`src/rtl/fifo_drain_stream_pkg.sv`:
```
// Shared types and constants for the FIFO drain stream stage.
package fifo_drain_pkg;

  typedef enum logic [1:0] {
    IDLE,
    RUN,
    STOP
  } drain_state_e;

  localparam int SKID_DEPTH        = 2;
  localparam int DEFAULT_DATA_W    = 16;
  localparam int DEFAULT_BURST_LEN = 4;

endpackage

```
`src/rtl/fifo_drain_stream_skid_buf.sv`:
```
// Two-entry skid buffer that absorbs the one-cycle FIFO read latency.
// The head entry is always presented on head_data; occupancy counts 0..2.
module stream_skid_buf
  import fifo_drain_pkg::*;
#(
  parameter int DATA_W = DEFAULT_DATA_W
) (
  input  logic              clk,
  input  logic              rst,
  input  logic              push,
  input  logic [DATA_W-1:0] push_data,
  input  logic              pop,
  output logic [DATA_W-1:0] head_data,
  output logic [1:0]        occupancy
);

  logic [DATA_W-1:0] mem0;
  logic [DATA_W-1:0] mem1;
  logic              wr_ptr;
  logic              rd_ptr;

  assign head_data = rd_ptr ? mem1 : mem0;

  // Ping-pong storage; a simultaneous push and pop leaves the occupancy unchanged.
  always_ff @(posedge clk) begin
    if (rst) begin
      mem0      <= '0;
      mem1      <= '0;
      wr_ptr    <= 1'b0;
      rd_ptr    <= 1'b0;
      occupancy <= 2'd0;
    end else begin
      if (push) begin
        if (wr_ptr) mem1 <= push_data;
        else        mem0 <= push_data;
        wr_ptr <= ~wr_ptr;
      end
      if (pop) begin
        rd_ptr <= ~rd_ptr;
      end
      case ({push, pop})
        2'b10:   occupancy <= occupancy + 2'd1;
        2'b01:   occupancy <= occupancy - 2'd1;
        default: occupancy <= occupancy;
      endcase
    end
  end

endmodule

```
`src/rtl/fifo_drain_stream.sv`:
```
// Read-side drain stage: pops words from a 1-cycle-latency FIFO and presents them
// as a valid/ready stream grouped into bursts of BURST_LEN words marked by m_last.
// Optional transfer statistics are built when FIFO_DRAIN_STATS_EN is defined;
// otherwise stat_words/stat_bursts read as zero.
module fifo_drain_stream
  import fifo_drain_pkg::*;
#(
  parameter int DATA_W    = DEFAULT_DATA_W,
  parameter int BURST_LEN = DEFAULT_BURST_LEN
) (
  input  logic              clk,
  input  logic              rst,
  input  logic              drain_en,
  output logic              fifo_rd_en,
  input  logic [DATA_W-1:0] fifo_data_out,
  input  logic              fifo_empty,
  input  logic              fifo_underflow,
  output logic              m_valid,
  output logic [DATA_W-1:0] m_data,
  output logic              m_last,
  input  logic              m_ready,
  output logic              busy,
  output logic              err_underflow,
  output logic [31:0]       stat_words,
  output logic [15:0]       stat_bursts
);

  localparam int                BEAT_W    = (BURST_LEN > 1) ? $clog2(BURST_LEN) : 1;
  localparam logic [BEAT_W-1:0] LAST_BEAT = BEAT_W'(BURST_LEN - 1);

  drain_state_e      state;
  logic              inflight;
  logic [BEAT_W-1:0] beat;
  logic [1:0]        occupancy;
  logic              xfer;
  logic [2:0]        credit_used;

  stream_skid_buf #(
    .DATA_W(DATA_W)
  ) u_skid (
    .clk      (clk),
    .rst      (rst),
    .push     (inflight),
    .push_data(fifo_data_out),
    .pop      (xfer),
    .head_data(m_data),
    .occupancy(occupancy)
  );

  assign m_valid = (occupancy != 2'd0);
  assign xfer    = m_valid & m_ready;

  // A word leaving the skid this cycle frees its slot immediately, which is what
  // keeps back-to-back transfers free of bubbles.
  assign credit_used = {1'b0, occupancy} + {2'b00, inflight} - {2'b00, xfer};
  assign fifo_rd_en  = (state == RUN) & ~fifo_empty & (credit_used < 3'(SKID_DEPTH));

  // The final word of a stop-drain closes a truncated burst early.
  assign m_last = m_valid &
                  ((beat == LAST_BEAT) |
                   ((state == STOP) & (occupancy == 2'd1) & ~inflight));

  // Run/stop control; busy is registered alongside the state it reflects.
  always_ff @(posedge clk) begin
    if (rst) begin
      state <= IDLE;
      busy  <= 1'b0;
    end else begin
      case (state)
        IDLE: begin
          if (drain_en) begin
            state <= RUN;
            busy  <= 1'b1;
          end
        end
        RUN: begin
          if (!drain_en) state <= STOP;
        end
        STOP: begin
          if (drain_en) begin
            state <= RUN;
          end else if (!inflight && occupancy == 2'd0) begin
            state <= IDLE;
            busy  <= 1'b0;
          end
        end
        default: begin
          state <= IDLE;
          busy  <= 1'b0;
        end
      endcase
    end
  end

  // Tracks the read issued last cycle whose data lands in the skid this cycle.
  always_ff @(posedge clk) begin
    if (rst) inflight <= 1'b0;
    else     inflight <= fifo_rd_en;
  end

  // Position within the current burst, restarting after every m_last transfer.
  always_ff @(posedge clk) begin
    if (rst) begin
      beat <= '0;
    end else if (xfer) begin
      beat <= m_last ? '0 : beat + BEAT_W'(1);
    end
  end

  // Sticky underflow indication, cleared only by reset.
  always_ff @(posedge clk) begin
    if (rst)                 err_underflow <= 1'b0;
    else if (fifo_underflow) err_underflow <= 1'b1;
  end

`ifdef FIFO_DRAIN_STATS_EN
  // Free-running transfer and burst counters, wrapping at their widths.
  always_ff @(posedge clk) begin
    if (rst) begin
      stat_words  <= '0;
      stat_bursts <= '0;
    end else if (xfer) begin
      stat_words <= stat_words + 32'd1;
      if (m_last) stat_bursts <= stat_bursts + 16'd1;
    end
  end
`else
  assign stat_words  = '0;
  assign stat_bursts = '0;
`endif

endmodule
```
`config.mk`:
```
export PLATFORM = sky130hd
export DESIGN_NAME = fifo_drain_stream
export DESIGN_NICKNAME = d
export VERILOG_FILES = /design/src/rtl/fifo_drain_stream_pkg.sv /design/src/rtl/fifo_drain_stream_skid_buf.sv /design/src/rtl/fifo_drain_stream.sv
export SDC_FILE = /design/constraint.sdc
export NUM_CORES = 1
export LEC_CHECK = 0
export BUFFER_PORTS_ARGS = -buffer_cell sky130_fd_sc_hd__buf_2
export CORE_AREA = 2 2 54 94
export CTS_BUF_LIST = sky130_fd_sc_hd__clkbuf_8
export DETAILED_ROUTE_END_ITERATION = 6
export DIE_AREA = 0 0 56 96
export HOLD_SLACK_MARGIN = 0.08
export PLACE_DENSITY_LB_ADDON = 0.25
export SKIP_CTS_REPAIR_TIMING = 1
export SLEW_MARGIN = 40
export SYNTH_ARGS = -nofsm -noshare
export SYNTH_HDL_FRONTEND = slang
export SYNTH_HIERARCHICAL = 1
export SYNTH_SLANG_ARGS = --single-unit
```
`constraint.sdc`:
```
create_clock -name clk -period 2.6 [get_ports clk]
set_input_delay 0.26 -clock clk [delete_from_list [all_inputs] [get_ports clk]]
set_output_delay 0.26 -clock clk [all_outputs]
set_load 0.005 [all_outputs]
```
==> metrics.txt, run 1 <==
nets about 330; clk slew on worst S/H paths approximately 0.08 ns; CP arrival between 2 and 2.5 ns; Synth async-reset ratio 0; Die ar. roughly 0.0054 mm^2; status completed; Final period util 0.9517; final setup violation count 0; CTS tree done; Rows 33; critical path startpoint category flip-flop; Mapped Cells 267; Max Fclk slightly above 400 MHz; area delta synth->final 7.948%; worst reg2reg endpoint inflight; Synth area leaders dfxtp_1 (39%), buf_4 (18%), nand2_1 (11%); Primary FF master, synth dfxtp_1; R2R depth 8; Slew headroom 0.5070; Die X-Extent roughly 56 um; hold path cells 3; leak pwr 0.001072 uW; grt peak-use layer met2; Syn Area/Cell 8.313 um^2; worst-skew pair later-pin latency ~0.3 ns; slowest stage delay, CP 0.38 ns; worst setup margin 0.1256 ns; total number of vias 1687; Pwr per Cell Area between 500 and 600 mW/mm^2; Reg2Reg Launch Point u_skid/occupancy[0]; CP Buf/Inv Count 2; n_diodes 0; post-route ant nets 0; Final min period 2.474 ns; R2R Setup Slk approximately 0.63 ns; initial core utilization 0.4800; WHS 0.1671 ns; pre-CTS setup slack ~0.21 ns; met3 GRT Util 0.04435; critical path class reg2out; number of flops mapped to enable cells by yosys 0; largest net degree at the start of global routing 43; required time worst endpoint 2.34 ns; post-synth top area share 0.3878; post-layout util 0.5181; setup TNS 0 ns; fin cells 359; worst-path cell chain o21ai_4 > inv_2 > ha_1 > nand2b_4 > fa_2 > xor2_1 > nor4b_2 > buf_2; vias in the first global route between 1500 and 2000; hold_sp fifo_underflow; # clock sinks between 40 and 50; Post-Syn Area 0.002220 mm^2; gpl congestion 0.7764; Yosys Warn Count 6; Crit. End Element primary output; DRT Pass-1 Iters 5; core region area approximately 0.0046 mm^2; cts bufs inserted 5; placed cells 350; antenna violations before repair 0; Root Buffer clkbuf_8; Netlist cell types 34; gr ovfl total 0; Max Slew Vio Count 0; routed len/inst ~11 um; detailed-route DRC error count 0; MaxCap Viol Count 0; H-Tree Depth 2; met1 usage 0.1633; first-pass GRT wire length ~6700 um; Via-to-Cell Ratio 4.699; sequential area share after synthesis 0.3878; RSZ-0062 raised after global routing false; Hold Path Class in2reg; Critical-path top delay cell dfxtp_4; list of most frequent post-synthesis cells nand2_1 (67), buf_4 (52), dfxtp_1 (43); Synth area leader dfxtp_1; clock skew approximately 0.0050 ns; met2 usage 0.2892; count leader, synth nand2_1; Iteration-0 DRC Markers between 40 and 50; Ports 91; top cell family by delay on the critical path adder cells; die height ~96 um; IO Port Bufs 42; Total Wirelength between 4000 and 5000 um; Worst Hold Endpoint err_underflow; half-perimeter wire length after placement roughly 2800 um; crit-path max FO 6; GRT Overall Usage 0.1593; Synth Register Bits 43; Hold Vio Cnt, Final 0; VDD IR max roughly 0.00046 V; Slew @ Worst Pin about 0.74 ns; CTS max path bufs 2; layout cell share with drive strength beyond 1 0.2508
-- power breakdown --
group	internal, uW	switching [uW]
sequential	680	21.1
clock	311	232
combinational	79.6	95.8
-- stage by stage --
stage	total power (uW)	instance area, um^2
2_1_floorplan	879.4	2396
3_3_place_gp	877.9	2243
3_5_place_dp	879.6	2243
4_1_cts	1424	2361
5_1_grt	1481	2396
6_report	1419	2396
-- layout by cell type (no fill, tap or decap), types with 2 or more instances in the layout --
master	instances
mux2_2	16
conb_1	48
nand3_1	2
inv_1	4
buf_2	42
and2_1	2
ha_1	3
xor2_1	2
clkbuf_8	6
nand2b_1	3
dfxtp_1	42
buf_4	4
nand2_1	67
o21ai_0	4
xnor2_1	2
a21oi_1	34
nor2_1	6
-- sequential cells by signal, indices dropped and copies added, names as in the netlist --
name and cells:
u_skid/occupancy 2, beat 2, u_skid/rd_ptr 1, state 2, u_skid/mem1 16, u_skid/wr_ptr 1
u_skid/mem0 16, err_underflow 1, busy 1, inflight 1
-- final cells by class --
cell class	count	area [um^2]
Clock buffer	6	82.58
Clock inverter	2	35.03
Fill cell	502	2228
Inverter	5	18.77
Multi-Input combinational cell	205	1090
Sequential cell	43	864.6
Tap cell	52	65.06
Timing Repair Buffer	46	240.2
-- worst max path at each step --
stage | cells past startpoint | start | to
2_1_floorplan | 7 | u_skid/occupancy[1] | fifo_rd_en
4_1_cts | 8 | u_skid/occupancy[0] | fifo_rd_en
3_5_place_dp | 8 | u_skid/occupancy[0] | fifo_rd_en
5_1_grt | 8 | u_skid/occupancy[0] | fifo_rd_en
3_3_place_gp | 8 | u_skid/occupancy[0] | fifo_rd_en
6_report | 8 | u_skid/occupancy[0] | fifo_rd_en
-- worst register-to-register path, stage by stage, from the launching register on --
cell      delay, ns
dfxtp_4        0.38
o21ai_4        0.15
inv_2          0.07
ha_1           0.26
nand2b_4       0.14
fa_2           0.33
xor2_1         0.15
nor4b_2        0.28
and2_1         0.16
-- cell families after synthesis --
group | Yosys count | share of synthesized area
and+or+nand+nor | 90 | 0.1731
DFF | 43 | 0.3878
muxes | 16 | 0.08117
other | 1 | 0.001689
AOI/OAI and AO/OA | 43 | 0.1032
buffers and inverters | 66 | 0.2114
xor gates and xnor gates | 4 | 0.01579
adders and majority gates | 4 | 0.02593
-- metal layers --
metal	up-vias	wire, um
met5	-	0
met3	7	273
met1	765	1639
met4	0	89
li1	850	-
met2	65	2066
No activity file was read; power rests on OpenSTA's default activity.
==> inputs of run 2 (changes only) <==
Settings changed: CORE_AREA 2 2 54 94 to 2 2 52 90, DIE_AREA 0 0 56 96 to 0 0 54 92.
Clock period 2.6 ns to 3 ns, I/O delays scaled along.
==> run 2 against run 1 <==
Critical endpoint unchanged. Critical path type unchanged. Core utilization grew 2.2 points. Total power shrank 20%. Flip-flop and latch count is the same. Non-clock buffer count shrank 3. Sequential share of layout area grew 0.81 points. Highest routed layer unchanged. Cell count shrank 1.1%. Clock skew shrank 0.00053 ns. Sequential power shrank 12%.
==> metrics.txt, run 2 (synthesis gave the netlist of run 1 again) <==
CP arrival 2.50 ns (+0.29 ns); CTS max path bufs 2 (unchanged); CTS tree done; design internal power 855.8 uW (-20%); Critical-path top delay cell dfxtp_1; Final min period 2.797 ns; Rows 32 (-3.0%); routed len/inst 11.22 um (-0.99%); Ports 91 (unchanged); Net Sw Power 282.5 uW (-19%); clk slew on worst S/H paths 0.08 ns (about the same); sequential share of power 0.539 (+0.045); Pwr per Cell Area 487.8 mW/mm^2 (-18%); Die ar. 0.004968 mm^2 (-7.6%); slowest stage delay, CP 0.40 ns (+0.02 ns); area delta synth->final 5.130%; Slew @ Worst Pin 0.8017 ns (+0.06225 ns); worst-path cell chain o21ai_2 > inv_1 > ha_1 > nand2b_1 > fa_1 > xor2_1 > nor4b_2 > buf_2; first-pass GRT wire length 6285 um (-5.8%); antenna violations before repair 0 (unchanged); Area after DPL 0.002227 mm^2 (-0.72%); setup TNS 0 ns (unchanged); commonest non-fill, non-tap cell in the layout nand2_1; post-route ant nets 0 (unchanged); Largest regs u_skid/mem0 x16, u_skid/mem1 x16; critical path class reg2out; critical path startpoint category flip-flop; gr ovfl total 0 (unchanged); worst-skew pair later-pin latency 0.29 ns (about the same); Slew headroom 0.4648 (-0.04223); Via-to-Cell Ratio 4.620 (-1.7%); largest net degree at the start of global routing 43 (unchanged); GRT Overall Usage 0.1701 (+0.01086); detailed-route DRC error count 0 (unchanged); Final period util 0.9322; Iteration-0 DRC Markers 38 (-22%); initial core utilization 0.5133 (+0.03333); Root Buffer clkbuf_8; placed cells 347 (-0.86%); RSZ-0062 raised after global routing false; total number of vias 1640 (-2.8%); DRT Pass-1 Iters 4 (-1); IO Port Bufs 42 (unchanged); most frequent cells in the layout nand2_1 (67), conb_1 (48), dfxtp_1 (43); nets 329 (-0.90%); post-route cell area 0.002333 mm^2 (-2.6%); Hold Vio Cnt, Final 0 (unchanged); clock skew 0.004463 ns (-0.0005328 ns); required time worst endpoint 2.70 ns (+0.36 ns); Crit. End Element primary output; fraction of power spent switching nets 0.2482 (+0.002604); fin cells 355 (-1.1%); Max Fclk ~360 MHz; # fillers 435 (-13%); crit-path max FO 8 (+2); n_diodes 0 (unchanged); Clock power frac 0.344 (-0.038); core region area 0.004324 mm^2 (-6.5%); die height 92 um (-4.2%); # clock sinks 43 (unchanged); cts bufs inserted 5 (unchanged); Max Slew Vio Count 0 (unchanged); half-perimeter wire length after placement 2739 um (-3.7%); vias in the first global route 1458 (-3.3%); status completed; Hold Path Class in2reg; Logic pwr share 0.117 (-0.007); leak pwr 0.001044 uW (-2.6%); Total Wirelength 3984 um (-2.1%); final setup violation count 0 (unchanged); VDD IR max 0.0003748 V (-18%); layout cell share with drive strength beyond 1 0.2270 (-0.02384); MaxCap Viol Count 0 (unchanged); gpl congestion 0.6890 (-11%); H-Tree Depth 2 (unchanged); Die X-Extent 54 um (-3.6%); post-layout util 0.5396 (+0.02151)
## run 2: layout make-up
cell class / count / area [um^2] / share of cell area
flip-flops and latches: 43 / 860.8 / 0.3689
well taps: 51 / 63.81 / 0.02735
inverters: 5 / 18.77 / 0.008043
repair buffers: 43 / 217.7 / 0.09330
clock buffers: 7 / 96.34 / 0.04129
multi-input cells: 205 / 1072 / 0.4595
clock inverters: 1 / 3.754 / 0.001609
## run 2: stage by stage
stage	hold slack, ns	worst slack [ns]	total power [uW]
floorplan	0.3724	0.7294	762.1
global placement	0.4384	0.4636	757.6
detailed placement	0.4462	0.4239	758.8
CTS	0.2190	0.09026	1151
global route	0.2489	0.05386	1193
finish	0.2250	0.2034	1138
## run 2: critical path: cells and delay by family (launching register included)
kind	cells	cell delay (ns)
buf+inv	2	0.29
xor+xnor	1	0.16
fa+ha+maj	2	0.65
flops	1	0.40
simple gates	2	0.47
compound gates	1	0.24
## run 2: routing by layer
layer,global-route usage,vias to the layer above,part of all wire
li1,-,841,-
met1,0.1824,734,0.40
met2,0.2957,63,0.53
met3,0.04886,2,0.067
met4,0.07083,0,0.0078
met5,0,-,0
## run 2: power by group through the flow
| stage | clock network (uW) | registers, uW | logic (uW) |
|---|---|---|---|
| floorplan | 0 | 614 | 148 |
| global placement | 0 | 627 | 131 |
| detailed placement | 0 | 627 | 131 |
| CTS | 404 | 615 | 132 |
| global route | 421 | 618 | 154 |
| finish | 391 | 614 | 133 |
## run 2: path summary, 6_finish.rpt
path	startpoint	to	slack [ns]	cells after the start
max reg2reg	u_skid/occupancy[1]	inflight	0.75	8
max	u_skid/occupancy[1]	fifo_rd_en	0.20	8
min	fifo_underflow	err_underflow	0.22	3
min reg2reg	u_skid/mem1[13]	u_skid/mem1[13]	0.45	2
==> inputs of run 3 (changes only) <==
Settings changed: GPL_TIMING_DRIVEN set to 0, REMOVE_ABC_BUFFERS set to 1.
==> run 3 against run 2 <==
Critical path depth stayed put. Combinational power hardly changed. Routed wire length is 1.3% lower.
==> metrics.txt, run 3 (synthesis gave the netlist of run 1 again) <==
status completed; setup TNS 0 ns (unchanged); critical path class reg2out; final setup violation count 0 (unchanged); CTS max path bufs 2 (unchanged); Slew headroom 0.4375 (-0.02729); # clock sinks 43 (unchanged); die height 92 um (unchanged); core region area 0.004324 mm^2 (unchanged); IO Port Bufs 42 (unchanged); fin cells 353 (-0.56%); Largest regs u_skid/mem0 x16, u_skid/mem1 x16; placed cells 346 (-0.29%); Total Wirelength 3931 um (-1.3%); nets 328 (-0.30%); commonest non-fill, non-tap cell in the layout nand2_1; VDD IR max 0.0003974 V (+6.0%); RSZ-0062 raised after global routing false; Crit. End Element primary output; CTS tree done; GRT Overall Usage 0.1669 (-0.003258); Die X-Extent 54 um (unchanged); H-Tree Depth 2 (unchanged); total number of vias 1643 (+0.18%); leak pwr 0.001038 uW (-0.54%); gr ovfl total 0 (unchanged); n_diodes 0 (unchanged); Pwr per Cell Area 502.0 mW/mm^2 (+2.9%); # fillers 431 (-0.92%); initial core utilization 0.5133 (unchanged); first-pass GRT wire length 6216 um (-1.1%); largest net degree at the start of global routing 43 (unchanged); Hold Vio Cnt, Final 0 (unchanged); critical path startpoint category flip-flop; antenna violations before repair 0 (unchanged); Ports 91 (unchanged); most frequent cells in the layout nand2_1 (67), conb_1 (48), dfxtp_1 (43); Hold Path Class in2reg; Max Fclk 363.8 MHz (+1.7%); clk slew on worst S/H paths 0.08 ns (about the same); layout cell share with drive strength beyond 1 0.2252 (-0.001808); Rows 32 (unchanged); MaxCap Viol Count 0 (unchanged); post-route ant nets 0 (unchanged); cts bufs inserted 5 (unchanged); clock skew 0.007211 ns (+0.002748 ns); Final period util 0.9162 (-0.01597); half-perimeter wire length after placement 2706 um (-1.2%); CP arrival 2.45 ns (-0.05 ns); Max Slew Vio Count 0 (unchanged); gpl congestion 0.7329 (+6.4%); Die ar. 0.004968 mm^2 (unchanged); Iteration-0 DRC Markers 27 (-29%); crit-path max FO 8 (unchanged); worst-skew pair later-pin latency 0.29 ns (about the same); Root Buffer clkbuf_8; detailed-route DRC error count 0 (unchanged); WHS 0.2133 ns (-0.01168 ns); Via-to-Cell Ratio 4.654 (+0.75%); Slew @ Worst Pin 0.8426 ns (+0.04088 ns); Multi-input gate area 0.001075 mm^2 (+0.23%); DRT Pass-1 Iters 4 (unchanged); required time worst endpoint 2.70 ns (about the same); area delta synth->final 5.017%; Reg area 860.8 um^2 (unchanged); Final min period 2.749 ns (-0.04792 ns); routed len/inst 11.14 um (-0.77%); vias in the first global route 1445 (-0.89%)
[run 3: changes by cell type in the layout (fill, tap and decap cells not counted)]
cell | previous run | this run
buf_4 | 1 | 0
clkbuf_8 | 7 | 5
bufinv_16 | 0 | 1
nor2b_1 | 1 | 0
nor2b_2 | 0 | 1
[run 3: worst max-delay path, stage by stage (launching register included)]
cell	delay, ns
dfxtp_1	0.40
o21ai_2	0.24
inv_1	0.12
ha_1	0.28
nand2b_1	0.16
fa_1	0.39
xor2_1	0.16
nor4b_2	0.27
buf_2	0.15
[run 3: worst paths after layout]
path / from / to / slack (ns) / depth (start not counted)
worst min register to register: u_skid/mem1[10] / u_skid/mem1[10] / 0.45 / 2
worst max register to register: u_skid/occupancy[1] / inflight / 0.80 / 8
worst max-delay path: u_skid/occupancy[1] / fifo_rd_en / 0.25 / 8
worst min-delay path: fifo_underflow / err_underflow / 0.21 / 3
[run 3: per-stage QoR]
step	setup WS, ns	area, um^2	power [uW]	util
after CTS	0.1692	2325	1182	0.5376
after global routing	0.07535	2331	1223	0.5391
after detailed placement	0.4883	2222	759.8	0.5139
final	0.2513	2331	1170	0.5391
after floorplan	0.7294	1946	702.4	-
after global placement	0.4949	2220	756.6	0.5133
[run 3: final cells by class]
| type | count | area share |
|---|---|---|
| inverters | 5 | 0.008052 |
| well taps | 51 | 0.02738 |
| repair buffers | 42 | 0.09018 |
| flip-flops and latches | 43 | 0.3693 |
| clock buffers | 5 | 0.02952 |
| multi-input cells | 205 | 0.4611 |
| clock inverters | 2 | 0.01449 |
[run 3: metal layers]
layer / part of all wire / global-route usage / vias up
met3: 0.068 / 0.04072 / 5
met2: 0.54 / 0.2957 / 62
met4: 0.017 / 0.06250 / 0
met5: 0 / 0 / -
met1: 0.38 / 0.1812 / 737
li1: - / - / 839
[run 3: power by group]
part	switching (uW)	total [uW]	internal [uW]	leakage (uW)
clock	182	423	241	0.0000554
sequential	26.5	615	588	0.000348
combinational	71.9	133	60.6	0.000635
